--- config.mk ---
export PLATFORM = sky130hd
export DESIGN_NAME = monster_ctrl_flat
export DESIGN_NICKNAME = d
export VERILOG_FILES = /design/src/rtl/monster_ctrl_if.sv /design/src/rtl/monster_ctrl.sv /design/src/flat_wrapper.sv
export SDC_FILE = /design/constraint.sdc
export NUM_CORES = 1
export LEC_CHECK = 0
export CORE_AREA = 5 5 105 107
export DETAILED_ROUTE_END_ITERATION = 7
export DIE_AREA = 0 0 110 112
export GPL_ROUTABILITY_DRIVEN = 1
export PLACE_DENSITY = 0.84
export SLEW_MARGIN = 20
export SYNTH_ARGS = -nofsm -noshare
export SYNTH_HDL_FRONTEND = slang
export SYNTH_SLANG_ARGS = --single-unit
export TNS_END_PERCENT = 50
--- constraint.sdc ---
create_clock -name Clk -period 5.2 [get_ports Clk]
set_input_delay 1.04 -clock Clk [delete_from_list [all_inputs] [get_ports Clk]]
set_output_delay 1.04 -clock Clk [all_outputs]
set_load 0.05 [all_outputs]
--- src/rtl/monster_ctrl_if.sv ---
`default_nettype none
// ============================================================================
//  Module      : monster_ctrl_if
//  Description : Bundle of the monster spawn/collision controller signals:
//                frame timing, monster/doodler/bullet geometry in, and the
//                one-cycle event pulses out.
//                  master : controller side (drives the event pulses)
//                  slave  : environment side (drives geometry and status)
//  Revision    : 1.0 - initial release
// ============================================================================
interface monster_ctrl_if;
    logic       frame_clk;
    logic       game_active;
    logic       appear;
    logic [9:0] Monster_X;
    logic [9:0] Monster_Y;
    logic [9:0] Doodler_X;
    logic [9:0] Doodler_Y;
    logic [9:0] Doodler_S;
    logic       doodler_falling;
    logic       bullet_active;
    logic [9:0] Bullet_X;
    logic [9:0] Bullet_Y;
    logic       gene;
    logic       hit;
    logic       beat_monster;
    logic       stomp_bounce;
    logic       bullet_consume;
    logic       score_inc;

    modport master (
        input  frame_clk, game_active, appear,
        input  Monster_X, Monster_Y,
        input  Doodler_X, Doodler_Y, Doodler_S, doodler_falling,
        input  bullet_active, Bullet_X, Bullet_Y,
        output gene, hit, beat_monster, stomp_bounce, bullet_consume, score_inc
    );

    modport slave (
        output frame_clk, game_active, appear,
        output Monster_X, Monster_Y,
        output Doodler_X, Doodler_Y, Doodler_S, doodler_falling,
        output bullet_active, Bullet_X, Bullet_Y,
        input  gene, hit, beat_monster, stomp_bounce, bullet_consume, score_inc
    );
endinterface
`default_nettype wire

--- src/rtl/monster_ctrl.sv ---
`default_nettype none
// ============================================================================
//  Module      : monster_ctrl
//  Description : Monster spawn and collision controller. Requests a new
//                monster after a pseudo-random cooldown, then resolves the
//                live monster against the doodler and bullet once per frame.
//  Ports       : Clk, Reset (sync, active-high)
//                bus : monster_ctrl_if.master (frame clock, geometry in,
//                      gene/hit/beat_monster/stomp_bounce/bullet_consume/
//                      score_inc pulses out, all registered)
//  Revision    : 1.0 - initial release
// ============================================================================
module monster_ctrl #(
    parameter int unsigned MON_W         = 39,
    parameter int unsigned STOMP_MARGIN  = 8,
    parameter int unsigned COOLDOWN_BASE = 60,
    parameter logic [15:0] LFSR_SEED     = 16'hACE1
) (
    input  wire logic      Clk,
    input  wire logic      Reset,
    monster_ctrl_if.master bus
);

    // Counter wide enough for COOLDOWN_BASE plus the 6-bit random offset.
    localparam int                 c_cnt_w     = $clog2(COOLDOWN_BASE + 64);
    localparam logic [c_cnt_w-1:0] c_cnt_base  = c_cnt_w'(COOLDOWN_BASE);
    localparam logic [c_cnt_w-1:0] c_cnt_one   = c_cnt_w'(1);
    localparam logic [11:0]        c_mon_span  = 12'(MON_W - 1);
    localparam logic [11:0]        c_margin    = 12'(STOMP_MARGIN);

    localparam logic [2:0] c_st_sync     = 3'd0;
    localparam logic [2:0] c_st_cooldown = 3'd1;
    localparam logic [2:0] c_st_spawn    = 3'd2;
    localparam logic [2:0] c_st_arming   = 3'd3;
    localparam logic [2:0] c_st_alive    = 3'd4;
    localparam logic [2:0] c_st_despawn  = 3'd5;

    logic [2:0]         r_state;
    logic [c_cnt_w-1:0] r_cnt;
    logic [1:0]         r_arm_cnt;
    logic [15:0]        r_lfsr;
    logic               r_frame_clk_q;
    logic               r_gene;
    logic               r_hit;
    logic               r_beat;
    logic               r_bounce;
    logic               r_consume;
    logic               r_score;

    logic               w_fe;
    logic               w_tick;
    logic               w_lfsr_fb;
    logic [c_cnt_w-1:0] w_reload;
    logic [11:0]        w_mx, w_my, w_dx, w_dy, w_ds, w_bx, w_by;
    logic               w_ovx, w_ovy, w_ov, w_stomp, w_bhit;

    assign w_fe   = bus.frame_clk & ~r_frame_clk_q;
    assign w_tick = w_fe & bus.game_active;

    // Fibonacci LFSR, taps 16/14/13/11, shifting toward bit 0.
    assign w_lfsr_fb = r_lfsr[0] ^ r_lfsr[2] ^ r_lfsr[3] ^ r_lfsr[5];
    assign w_reload  = c_cnt_base + {{(c_cnt_w-6){1'b0}}, r_lfsr[5:0]};

    // Geometry is widened so that no sum can wrap; only additions are used.
    assign w_mx = {2'b00, bus.Monster_X};
    assign w_my = {2'b00, bus.Monster_Y};
    assign w_dx = {2'b00, bus.Doodler_X};
    assign w_dy = {2'b00, bus.Doodler_Y};
    assign w_ds = {2'b00, bus.Doodler_S};
    assign w_bx = {2'b00, bus.Bullet_X};
    assign w_by = {2'b00, bus.Bullet_Y};

    assign w_ovx   = (w_dx + w_ds >= w_mx) && (w_dx <= w_mx + c_mon_span + w_ds);
    assign w_ovy   = (w_dy + w_ds >= w_my) && (w_dy <= w_my + c_mon_span + w_ds);
    assign w_ov    = w_ovx & w_ovy;
    assign w_stomp = w_ov & bus.doodler_falling & (w_dy + w_ds <= w_my + c_margin);
    assign w_bhit  = bus.bullet_active
                   & (w_bx >= w_mx) & (w_bx <= w_mx + c_mon_span)
                   & (w_by >= w_my) & (w_by <= w_my + c_mon_span);

    always_ff @(posedge Clk) begin
        if (Reset) begin
            r_state       <= c_st_sync;
            r_cnt         <= '0;
            r_arm_cnt     <= '0;
            r_lfsr        <= LFSR_SEED;
            r_frame_clk_q <= 1'b0;
            r_gene        <= 1'b0;
            r_hit         <= 1'b0;
            r_beat        <= 1'b0;
            r_bounce      <= 1'b0;
            r_consume     <= 1'b0;
            r_score       <= 1'b0;
        end else begin
            r_frame_clk_q <= bus.frame_clk;
            r_lfsr        <= {w_lfsr_fb, r_lfsr[15:1]};
            // Every output is a single-cycle pulse unless re-armed below.
            r_gene        <= 1'b0;
            r_hit         <= 1'b0;
            r_beat        <= 1'b0;
            r_bounce      <= 1'b0;
            r_consume     <= 1'b0;
            r_score       <= 1'b0;

            case (r_state)
                c_st_sync: begin
                    if (bus.appear) begin
                        r_state <= c_st_alive;
                    end else begin
                        r_cnt   <= w_reload;
                        r_state <= c_st_cooldown;
                    end
                end
                c_st_cooldown: begin
                    if (bus.appear) begin
                        r_state <= c_st_alive;
                    end else if (w_tick) begin
                        // gene is raised together with the SPAWN entry so it
                        // appears one cycle after the edge that empties cnt.
                        if (r_cnt == '0 || r_cnt == c_cnt_one) begin
                            r_cnt   <= '0;
                            r_gene  <= 1'b1;
                            r_state <= c_st_spawn;
                        end else begin
                            r_cnt <= r_cnt - c_cnt_one;
                        end
                    end
                end
                c_st_spawn: begin
                    r_arm_cnt <= '0;
                    r_state   <= c_st_arming;
                end
                c_st_arming: begin
                    if (bus.appear) begin
                        r_state <= c_st_alive;
                    end else if (w_tick) begin
                        if (r_arm_cnt == 2'd3) begin
                            r_gene  <= 1'b1;
                            r_state <= c_st_spawn;
                        end else begin
                            r_arm_cnt <= r_arm_cnt + 2'd1;
                        end
                    end
                end
                c_st_alive: begin
                    if (!bus.appear) begin
                        r_cnt   <= w_reload;
                        r_state <= c_st_cooldown;
                    end else if (w_tick) begin
                        if (w_bhit) begin
                            r_beat    <= 1'b1;
                            r_consume <= 1'b1;
                            r_score   <= 1'b1;
                            r_state   <= c_st_despawn;
                        end else if (w_stomp) begin
                            r_beat    <= 1'b1;
                            r_bounce  <= 1'b1;
                            r_score   <= 1'b1;
                            r_state   <= c_st_despawn;
                        end else if (w_ov) begin
                            r_hit     <= 1'b1;
                            r_state   <= c_st_despawn;
                        end
                    end
                end
                c_st_despawn: begin
                    if (!bus.appear) begin
                        r_cnt   <= w_reload;
                        r_state <= c_st_cooldown;
                    end
                end
                default: r_state <= c_st_sync;
            endcase
        end
    end

    assign bus.gene           = r_gene;
    assign bus.hit            = r_hit;
    assign bus.beat_monster   = r_beat;
    assign bus.stomp_bounce   = r_bounce;
    assign bus.bullet_consume = r_consume;
    assign bus.score_inc      = r_score;

endmodule
`default_nettype wire

--- src/flat_wrapper.sv ---
// flat-port wrapper written by rule: the top's interface ports become plain ports
module monster_ctrl_flat 
#(
    parameter int unsigned MON_W         = 39,
    parameter int unsigned STOMP_MARGIN  = 8,
    parameter int unsigned COOLDOWN_BASE = 60,
    parameter logic [15:0] LFSR_SEED     = 16'hACE1
)
  (Clk, Reset, bus_frame_clk, bus_game_active, bus_appear, bus_Monster_X, bus_Monster_Y, bus_Doodler_X, bus_Doodler_Y, bus_Doodler_S, bus_doodler_falling, bus_bullet_active, bus_Bullet_X, bus_Bullet_Y, bus_gene, bus_hit, bus_beat_monster, bus_stomp_bounce, bus_bullet_consume, bus_score_inc);
  monster_ctrl_if bus_i ();
  input  wire logic Clk;
  input  wire logic Reset;
  input wire logic [$bits(bus_i.frame_clk)-1:0] bus_frame_clk;
  input wire logic [$bits(bus_i.game_active)-1:0] bus_game_active;
  input wire logic [$bits(bus_i.appear)-1:0] bus_appear;
  input wire logic [$bits(bus_i.Monster_X)-1:0] bus_Monster_X;
  input wire logic [$bits(bus_i.Monster_Y)-1:0] bus_Monster_Y;
  input wire logic [$bits(bus_i.Doodler_X)-1:0] bus_Doodler_X;
  input wire logic [$bits(bus_i.Doodler_Y)-1:0] bus_Doodler_Y;
  input wire logic [$bits(bus_i.Doodler_S)-1:0] bus_Doodler_S;
  input wire logic [$bits(bus_i.doodler_falling)-1:0] bus_doodler_falling;
  input wire logic [$bits(bus_i.bullet_active)-1:0] bus_bullet_active;
  input wire logic [$bits(bus_i.Bullet_X)-1:0] bus_Bullet_X;
  input wire logic [$bits(bus_i.Bullet_Y)-1:0] bus_Bullet_Y;
  output wire logic [$bits(bus_i.gene)-1:0] bus_gene;
  output wire logic [$bits(bus_i.hit)-1:0] bus_hit;
  output wire logic [$bits(bus_i.beat_monster)-1:0] bus_beat_monster;
  output wire logic [$bits(bus_i.stomp_bounce)-1:0] bus_stomp_bounce;
  output wire logic [$bits(bus_i.bullet_consume)-1:0] bus_bullet_consume;
  output wire logic [$bits(bus_i.score_inc)-1:0] bus_score_inc;
  assign bus_i.frame_clk = bus_frame_clk;
  assign bus_i.game_active = bus_game_active;
  assign bus_i.appear = bus_appear;
  assign bus_i.Monster_X = bus_Monster_X;
  assign bus_i.Monster_Y = bus_Monster_Y;
  assign bus_i.Doodler_X = bus_Doodler_X;
  assign bus_i.Doodler_Y = bus_Doodler_Y;
  assign bus_i.Doodler_S = bus_Doodler_S;
  assign bus_i.doodler_falling = bus_doodler_falling;
  assign bus_i.bullet_active = bus_bullet_active;
  assign bus_i.Bullet_X = bus_Bullet_X;
  assign bus_i.Bullet_Y = bus_Bullet_Y;
  assign bus_gene = bus_i.gene;
  assign bus_hit = bus_i.hit;
  assign bus_beat_monster = bus_i.beat_monster;
  assign bus_stomp_bounce = bus_i.stomp_bounce;
  assign bus_bullet_consume = bus_i.bullet_consume;
  assign bus_score_inc = bus_i.score_inc;
  monster_ctrl #(.MON_W(MON_W), .STOMP_MARGIN(STOMP_MARGIN), .COOLDOWN_BASE(COOLDOWN_BASE), .LFSR_SEED(LFSR_SEED)) u_core (.Clk(Clk), .Reset(Reset), .bus(bus_i));
endmodule
==> results by group <==
Status
  • Status: finished clean

Power
  • Reg power frac: 0.207
  • P_leak: 3.26 nW
  • P_int: 897 µW
  • Gate power share: 0.639
  • Pwr dens: 219 mW/mm²
  • Clock share of power: 0.154
  • Peak VDD IR: 0.161 mV
  • Sw Pwr: 644 µW
  • Sw frac: 0.418

Critical path
  • Most used cell, CP: a21oi_2
  • Worst path max stage delay: 0.55 ns
  • CP max FO: 3
  • Crit path kind: input pin to flip-flop
  • CP startpoint kind: input pin
  • Slowest cell on crit path: or4b_4
  • Critical Path End Type: flip-flop
  • CP arrival: 5.31 ns
  • R2R depth: 7
  • Number of cells on the critical path: 18
  • Reg-to-reg slack, setup: 2.92 ns
  • Data required time at the worst endpoint: 5.41 ns
  • Worst Path Buf+Inv: 3
  • Crit path cell chain: clkdlybuf4s50_1 -> buf_4 -> o211ai_1 -> and2_4 -> xnor2_1 -> ha_1 -> buf_4 -> a21oi_2 -> xnor2_1 -> ha_1 -> a21oi_2 -> o22ai_1 -> o41ai_2 -> nor2_1 -> a311oi_2 -> a31oi_4 -> or4b_4 -> a21oi_2
  • Top delay family on crit path: compound AO/OA/AOI/OAI gates

Yosys
  • Post-synth cell types: 62
  • Register area share after synthesis: 0.126
  • Syn_nets: 894
  • Top_reg_cell synth: dfxtp_1
  • Yosys top cell area share: 0.308
  • EDFF count, synth: 0
  • Dominant cell by count in the synthesized netlist: ha_1
  • YS warnings: 0
  • Post-synth top cells: 133 x ha_1, 71 x inv_1, 62 x a21oi_1
  • Top cells by area, synth: ha_1 31%, dfxtp_1 13%, xnor2_1 6.5%, a21oi_1 5.7%, inv_1 4.9%
  • Yosys reg bits: 34
  • Mapped Area: 0.00541 mm²
  • Fraction of registers with async set/reset: 0
  • Cell taking the most area after synthesis: ha_1
  • Post-Syn Area per Cell: 7.95 µm²
  • Gate Count Post-Synth: 680

Placed design
  • Number of I/O port buffers: 82
  • Gpl congestion: 0.893
  • Inst Count DP: 935
  • Pre-CTS setup slack: -0.346 ns
  • DP HPWL: 12,700 µm

Routing
  • Detail-routed via count per cell: 5.73
  • Antenna Nets Post-Route: 0
  • Iteration-0 DRC Markers: 323
  • Average wire per standard cell: 16.0 µm
  • Routed wire length: 15,300 µm
  • DRC: 0
  • DR pass1 iterations: 5
  • Via count: 5,462

Clocking
  • Clock Latency Late Sink: 0.29 ns
  • Num CTS Buffers: 5
  • CTS tree: done
  • Clock sinks: 34
  • Clk slew on worst S/H paths: 0.07 ns
  • CTS Buffer Depth: 2
  • H-tree levels: 2
  • Root Buffer: clkbuf_8

GRT
  • Largest net degree at the start of global routing: 32
  • GRT Resource Usage Total: 0.237
  • Vias in the first global route: 5,519
  • First-pass GRT wire length: 24,100 µm
  • Total gr overflow: 0
  • Initial antenna violation count: 1

Final layout
  • Area growth syn-to-layout: 30.3%
  • Share of post-route cells with drive strength above 1: 0.137
  • Final #Nets: 1,031
  • Ant diodes: 0
  • Fin cells: 954
  • Filler cells: 808

Floorplan
  • Die Wd: 110 µm
  • CORE AREA: 0.0100 mm²
  • Row cnt: 37
  • Die height: 112 µm
  • Die Area: 0.0123 mm²
  • I/O pins: 83
  • Starting Density: 0.538

STA
  • Tcrit/Tclk final: 0.982
  • Hold Vio Cnt, Final: 0
  • Skew final: 0.00462 ns
  • Min cycle time layout: 5.10 ns
  • Max_slew headroom: 0.310
  • Worst setup margin: 0.0952 ns
  • Fin Setup TNS: 0 ns
  • Final setup fails: 0
  • Worst-margin pin slew: 1.03 ns
  • FMAX: 196 MHz
  • Max-slew violations: 0

Hold path
  • Hold Crit Depth: 1
  • Hold Crit Class: flip-flop to flip-flop

Run
  • Max-cap violations: 0
worst register-to-register path, stage by stage (launching register included):
cell     delay [ns]
dfxtp_1        0.36
inv_1          0.09
ha_1           0.21
o21ai_0        0.11
nor4_1         0.61
a21oi_1        0.17
or4b_4         0.51
a21oi_2        0.14
routing by layer:
metal / GRT usage / up-vias / wire [µm]
met4: 0.0831 / 2 / 443
met1: 0.293 / 2541 / 6630
met3: 0.0255 / 38 / 600
met2: 0.418 / 155 / 7620
met5: 0 / - / 7
li1: - / 2726 / -
logic make-up (layout without fill, tap and decap cells):
| group | after synthesis | in the layout | synth area share |
|---|---|---|---|
| compound gates | 194 | 194 | 0.233 |
| xor+xnor | 53 | 53 | 0.0858 |
| fa+ha+maj | 137 | 137 | 0.322 |
| buf+inv | 81 | 219 | 0.0597 |
| flops | 34 | 34 | 0.126 |
| mux | 1 | 1 | 0.00185 |
| simple gates | 180 | 180 | 0.172 |
cells in the final DEF, fill, tap and decap left out, types with 4 or more instances in the layout:
| cell | count |
|---|---|
| a211oi_1 | 7 |
| a21o_1 | 10 |
| a21oi_1 | 52 |
| a21oi_2 | 10 |
| a22oi_1 | 4 |
| and3_1 | 4 |
| buf_4 | 56 |
| clkbuf_8 | 5 |
| clkdlybuf4s50_1 | 80 |
| dfxtp_1 | 34 |
| fa_1 | 4 |
| ha_1 | 130 |
| inv_1 | 70 |
| nand2_1 | 31 |
| nand2b_1 | 8 |
| nand3_1 | 14 |
| nand3b_1 | 4 |
| nand4_1 | 6 |
| nor2_1 | 47 |
| nor2b_1 | 16 |
| nor3_1 | 13 |
| o211ai_1 | 11 |
| o21a_1 | 6 |
| o21ai_0 | 40 |
| o21bai_1 | 16 |
| or2_2 | 10 |
| xnor2_1 | 38 |
| xor2_1 | 13 |
sequential cells by signal, summed over array words and instances (netlist names):
register / count
u_core.bus.beat_monster: 1
u_core.bus.bullet_consume: 1
u_core.r_cnt: 7
u_core.r_lfsr: 16
u_core.r_arm_cnt: 2
u_core.r_frame_clk_q: 1
u_core.bus.hit: 1
u_core.r_state: 3
u_core.bus.gene: 1
u_core.bus.stomp_bounce: 1
repair_timing:
| item | CTS | global route |
|---|---|---|
| gates resized for setup | 3 | 36 |
| pin swaps | 1 | 25 |
| setup endpoints to repair | 1 | 6 |
| hold buffers | 0 | 0 |
| buffers inserted | 1 | 9 |
per-stage QoR:
step / utilization / power [mW] / hold WS (ns) / area [µm²]
floorplan: - / 0.935 / 0.389 / 5410
global placement: 0.667 / 1.17 / 0.394 / 6700
detailed placement: 0.667 / 1.22 / 0.404 / 6700
CTS: 0.680 / 1.47 / 0.422 / 6830
global route: 0.701 / 1.67 / 0.440 / 7050
finish: 0.701 / 1.54 / 0.419 / 7050
power groups by stage:
stage | registers (mW) | logic, mW | clock network, mW
6_report | 0.319 | 0.985 | 0.237
5_1_grt | 0.322 | 1.09 | 0.255
4_1_cts | 0.317 | 0.915 | 0.241
3_5_place_dp | 0.323 | 0.898 | 0
3_3_place_gp | 0.320 | 0.853 | 0
2_1_floorplan | 0.309 | 0.626 | 0
worst paths after layout:
check | startpoint | endpoint
worst min-delay path | u_core.r_lfsr[12]$_SDFF_PP0_ | u_core.r_lfsr[11]$_SDFF_PP1_
worst max-delay path | bus_Monster_X[4] | u_core.r_state[1]$_SDFFE_PP0P_
worst min register to register | u_core.r_lfsr[12]$_SDFF_PP0_ | u_core.r_lfsr[11]$_SDFF_PP1_
worst max register to register | u_core.r_cnt[0]$_SDFFE_PP0P_ | u_core.r_state[1]$_SDFFE_PP0P_
area by class of cell:
class | instances | area [µm²] | share of cell area
inverter | 71 | 267 | 0.0378
timing repair buffer | 140 | 1260 | 0.179
clock buffer | 5 | 68.8 | 0.00977
sequential | 34 | 681 | 0.0966
tap | 136 | 170 | 0.0241
multi-input combinational | 565 | 4560 | 0.647
clock inverter | 3 | 40.0 | 0.00568
Power figures use the tool's default switching activity.
